## config.mk

```make
export PLATFORM = sky130hd
export DESIGN_NAME = sw_sequencer
export DESIGN_NICKNAME = d
export VERILOG_FILES = /design/src/rtl/sw_seq_pkg.sv /design/src/rtl/dwell_timer.sv /design/src/rtl/sw_sequencer.sv
export SDC_FILE = /design/constraint.sdc
export NUM_CORES = 1
export LEC_CHECK = 0
export CORE_ASPECT_RATIO = 1.5
export CORE_UTILIZATION = 35
export DETAILED_ROUTE_END_ITERATION = 10
export HOLD_SLACK_MARGIN = 0.12
export PLACE_DENSITY = 0.64
export SETUP_SLACK_MARGIN = 0.02
export SKIP_CTS_REPAIR_TIMING = 1
export SLEW_MARGIN = 20
export SYNTH_ARGS = -nofsm -noshare
export SYNTH_HDL_FRONTEND = slang
export SYNTH_SLANG_ARGS = --single-unit
```

## constraint.sdc

```tcl
create_clock -name clk -period 4.05 [get_ports clk]
set_input_delay 0.6075 -clock clk [delete_from_list [all_inputs] [get_ports clk]]
set_output_delay 0.6075 -clock clk [all_outputs]
set_load 0.01 [all_outputs]
```

## src/rtl/sw_seq_pkg.sv

```systemverilog
// Shared definitions for the switch sequencer: FSM state encoding and the
// six-entry switch-code table driven into the LED state machine.
package sw_seq_pkg;

  typedef enum logic [1:0] {
    IDLE  = 2'd0,
    RUN   = 2'd1,
    DONE  = 2'd2,
    ERROR = 2'd3
  } seq_state_e;

  localparam logic [2:0] LAST_STEP = 3'd5;

  localparam logic [2:0] SEQ_0 = 3'b001;
  localparam logic [2:0] SEQ_1 = 3'b010;
  localparam logic [2:0] SEQ_2 = 3'b100;
  localparam logic [2:0] SEQ_3 = 3'b111;
  localparam logic [2:0] SEQ_4 = 3'b100;
  localparam logic [2:0] SEQ_5 = 3'b000;

  function automatic logic [2:0] seq_code(input logic [2:0] idx);
    logic [2:0] code;
    case (idx)
      3'd0:    code = SEQ_0;
      3'd1:    code = SEQ_1;
      3'd2:    code = SEQ_2;
      3'd3:    code = SEQ_3;
      3'd4:    code = SEQ_4;
      3'd5:    code = SEQ_5;
      default: code = 3'b000;
    endcase
    return code;
  endfunction

endpackage

```

## src/rtl/dwell_timer.sv

```systemverilog
// Per-step dwell counter: counts 0..DWELL-1 while enabled and flags the last
// cycle with a one-cycle expire; equality compare only, so it never wraps.
module dwell_timer #(
  parameter int unsigned DWELL = 50_000_000
) (
  input  logic clk,
  input  logic rst,
  input  logic clr,
  input  logic en,
  output logic expire
);

  localparam int unsigned CW = (DWELL > 1) ? $clog2(DWELL) : 1;
  localparam logic [CW-1:0] LAST = CW'(DWELL - 1);

  logic [CW-1:0] r_cnt;

  assign expire = en && (r_cnt == LAST);

  always_ff @(posedge clk) begin
    if (!rst || clr) begin
      r_cnt <= '0;
    end else if (en) begin
      r_cnt <= expire ? '0 : r_cnt + 1'b1;
    end
  end

endmodule

```

## src/rtl/sw_sequencer.sv

```systemverilog
// Drives a fixed switch-code sequence into an LED state machine, holding each
// code for DWELL cycles and checking the LED feedback before advancing.
module sw_sequencer
  import sw_seq_pkg::*;
#(
  parameter int unsigned DWELL   = 50_000_000,
  parameter int unsigned LOOP_EN = 0
) (
  input  logic       clk,
  input  logic       rst,
  input  logic       start,
  input  logic       stop,
  input  logic [2:0] led,
  output logic [2:0] sw,
  output logic       busy,
  output logic       done,
  output logic       err,
  output logic [2:0] step
);

  seq_state_e r_state, w_state_d;
  logic [2:0] r_step, w_step_d;
  logic [2:0] r_sw, w_sw_d;
  logic       r_busy, r_done, r_err;
  logic       w_expire, w_timer_clr, w_timer_en;

  assign w_timer_en  = (r_state == RUN);
  // Hold the counter at zero outside RUN and on abort so every step starts fresh.
  assign w_timer_clr = (r_state != RUN) || stop;

  dwell_timer #(
    .DWELL(DWELL)
  ) u_dwell_timer (
    .clk   (clk),
    .rst   (rst),
    .clr   (w_timer_clr),
    .en    (w_timer_en),
    .expire(w_expire)
  );

  always_comb begin
    w_state_d = r_state;
    w_step_d  = r_step;
    unique case (r_state)
      IDLE: begin
        w_step_d = 3'd0;
        if (start && !stop) begin
          w_state_d = RUN;
        end
      end
      RUN: begin
        if (stop) begin
          w_state_d = IDLE;
          w_step_d  = 3'd0;
        end else if (w_expire) begin
          if (led != seq_code(r_step)) begin
            w_state_d = ERROR;
          end else if (r_step != LAST_STEP) begin
            w_step_d = r_step + 3'd1;
          end else if (LOOP_EN != 0) begin
            w_step_d = 3'd0;
          end else begin
            w_state_d = DONE;
            w_step_d  = 3'd0;
          end
        end
      end
      DONE: begin
        w_state_d = IDLE;
        w_step_d  = 3'd0;
      end
      ERROR: begin
        // Failing step index stays visible until the abort.
        if (stop) begin
          w_state_d = IDLE;
          w_step_d  = 3'd0;
        end
      end
      default: begin
        w_state_d = IDLE;
        w_step_d  = 3'd0;
      end
    endcase
    w_sw_d = (w_state_d == RUN) ? seq_code(w_step_d) : 3'b000;
  end

  always_ff @(posedge clk) begin
    if (!rst) begin
      r_state <= IDLE;
      r_step  <= 3'd0;
      r_sw    <= 3'b000;
      r_busy  <= 1'b0;
      r_done  <= 1'b0;
      r_err   <= 1'b0;
    end else begin
      r_state <= w_state_d;
      r_step  <= w_step_d;
      r_sw    <= w_sw_d;
      r_busy  <= (w_state_d == RUN);
      r_done  <= (w_state_d == DONE);
      r_err   <= (w_state_d == ERROR);
    end
  end

  assign sw   = r_sw;
  assign busy = r_busy;
  assign done = r_done;
  assign err  = r_err;
  assign step = r_step;

endmodule

```

==> results.cfg <==
[status]
status = finished clean

[global_route]
antenna_found_initial = 0
met3_usage_pct = 4.06
use_met1_pct = 15.2
grt_use_met2_pct = 27.3
grt.busiest_layer = met2
grt_first_pass_wirelength_um = 6730
grt.total_usage_pct = 14.9
grt_pass1_vias = 1515
grt_max_degree = 26
grt_overflow_total = 0

[die]
rows = 32
dieWidth_um = 62.3
core_area_mm2 = 0.00520
io_pins = 16
fp.dieArea_mm2 = 0.00577
dieHeight_um = 92.5
start_util_pct = 36.7

[timing]
relSlewSlack_pct = 45.1
fin_crit_ps = 2790
tightest_slew_ps = 824
setup_violations = 0
final-hold-violation-count = 0
drv_slew = 0
skew_ps = 7.24
min_period_over_period_pct = 68.9
rsz0062_at_grt = no
timing.fmax_mhz = 358
final.setup.tns_ps = 0

[clock_tree]
clock_path_buffers = 2
clock_sinks = 37
cts_tree = built
cts_buffers = 5
clock-root-buffer = clkbuf_8
clk_pin_slew_worst_paths_ps = 70
clkLatencyLatePin_ps = 290
htreeDepth = 2

[detailed_routing]
post_drt_wl_per_cell_um = 12.5
postRouteAntennaNets = 0
drc = 0
route.vias.total = 1578
viasPerCell = 5.19
firstDrtPassIters = 4
drtIter0Drc = 50
routed_wl_um = 3790

[final_layout]
instances_no_fill = 304
num_antenna_cells = 0
area_delta_synth_final_pct = 16.4
n_fill_cell = 536
drive_gt1_share_pct = 8.05
nets = 244

[placement]
hpwl_um = 2850
portBuffers = 15
placed_cells = 296
gp_congestion = 0.926

[critical_path]
crit_fanout = 11
critPathLaunchType = flip-flop
regToRegSetupSlack_ps = 1260
crit_arrival_ps = 2950
startpoint = step[2]
crit_required_ps = 4210
regToRegStartpoint = step[2]
reg2reg_depth = 8
worst-setup-path-type = reg -> reg
end_kind = flip-flop
rr_endpoint = sw[0]
crit_end = sw[0]

[logic_synthesis]
ys_seq_area_share_pct = 38.7
syn_area_mm2 = 0.00191
netlist_instances = 221
synth_warnings = 0
synthFlopType = dfxtp_1
syn_avg_cell_area_um2 = 8.65
synth_edf_count = 0
synth_nets = 230
synthArstFlopShare_pct = 0
synth.distinct_cells = 54
synth-seq-cells = 37

[power_and_ir_drop]
p_comb_share_pct = 3.6
pwr-share-clk_pct = 45.6
p_seq_share_pct = 50.8
power.switching_uw = 142
vdd_ir_drop_max_uv = 116
p_int_uw = 579
leakagePower_uw = 0.000737
swShare_pct = 19.7
p_per_area_mw_per_mm2 = 324

[min_path]
hold_path_class = reg -> reg

[flow_run]
cap_violations = 0
==> synthesized netlist by cell type, types with 2 or more instances <==
cell      number  share of area [%]
a21oi_1        6                1.6
and2_1         2               0.65
and3_1         2               0.65
and4_1         3                1.4
buf_2          4                1.0
clkbuf_1       3               0.59
dfxtp_1       37                 39
ha_1           2                1.3
inv_1          8                1.6
mux2i_1        3                1.6
nand2_1       12                2.4
nand2b_1       2               0.65
nand3_1       11                2.9
nand4_1        6                2.0
nor2_1        41                8.0
nor2b_1        5                1.6
nor3_1         7                1.8
nor4b_1        2               0.92
o21ai_0        2               0.52
or3_1          5                1.6
xnor2_1       11                5.0
xor2_1        15                6.9
==> metrics by stage <==
| stage | util (%) | setup slack [ps] | area (um2) | hold WS (ps) | total power (uW) |
|---|---|---|---|---|---|
| finish | 42.7 | 1260 | 2220 | 448 | 721 |
| global route | 42.7 | 1000 | 2220 | 487 | 751 |
| CTS | 42.7 | 1250 | 2220 | 456 | 729 |
| detailed placement | 40.4 | 1150 | 2100 | 441 | 401 |
| global placement | 40.4 | 1210 | 2100 | 429 | 401 |
| floorplan | - | 1420 | 1910 | 418 | 389 |
==> worst min path at each step <==
stage                                         to  cells past startpoint                    from
after CTS                 u_dwell_timer.r_cnt[0]                      1  u_dwell_timer.r_cnt[0]
after global placement    u_dwell_timer.r_cnt[0]                      1  u_dwell_timer.r_cnt[0]
after detailed placement  u_dwell_timer.r_cnt[0]                      1  u_dwell_timer.r_cnt[0]
final                     u_dwell_timer.r_cnt[0]                      1  u_dwell_timer.r_cnt[0]
after global routing      u_dwell_timer.r_cnt[0]                      1  u_dwell_timer.r_cnt[0]
after floorplan           u_dwell_timer.r_cnt[0]                      1  u_dwell_timer.r_cnt[0]
==> kinds of logic after synthesis <==
kind of cell	synth area share (%)
and+or+nand+nor	31.9
xor gates and xnor gates	11.9
adders and majority gates	1.31
AOI/OAI and AO/OA	10.8
DFF	38.7
buffers and inverters	3.80
muxes	1.57
==> critical path, cell delays in order (launching register included) <==
cell and delay, ps:
dfxtp_1 620, inv_1 180, ha_1 360, or2_2 330, o31ai_1 370, a2bb2oi_2 230, a31oi_1 200, and2_1 210
nor4b_2 150
==> final cells by class <==
type	count	area, um2	area share (%)
inverter	8	30.0	1.35
clock buffer	6	82.6	3.71
clock inverter	2	37.5	1.69
tap	68	85.1	3.82
multi-input combinational	168	1100	49.4
timing repair buffer	15	150	6.75
sequential	37	741	33.3
==> power by group through the flow <==
stage / Combinational (uW) / Sequential (uW) / Clock, uW
after global placement: 25.9 / 375 / 0
after global routing: 28.8 / 366 / 356
after floorplan: 14.2 / 375 / 0
after CTS: 26.4 / 366 / 336
final: 26.0 / 366 / 329
after detailed placement: 26.3 / 375 / 0
==> registers in the layout (all words and copies together) (netlist names) <==
signal,cells
busy,1
err,1
u_dwell_timer.r_cnt,26
sw,3
step,3
done,1
r_state,2
==> cells in the final DEF (no fill, tap or decap), types with 6 or more instances in the layout <==
master            n
dfxtp_1          37
inv_1             8
xor2_1           15
xnor2_1          11
nand4_1           6
nand2_1          12
clkbuf_8          6
nor3_1            7
nor2_1           41
clkdlybuf4s50_1  15
nand3_1          11
a21oi_1           6
==> metal layers <==
layer  vias up  routed length [um]
li1        790                   -
met1       745                1580
met2        32                1990
met3        11                 119
met4         0                 104
met5         -                   0
Power figures use the tool's default switching activity.
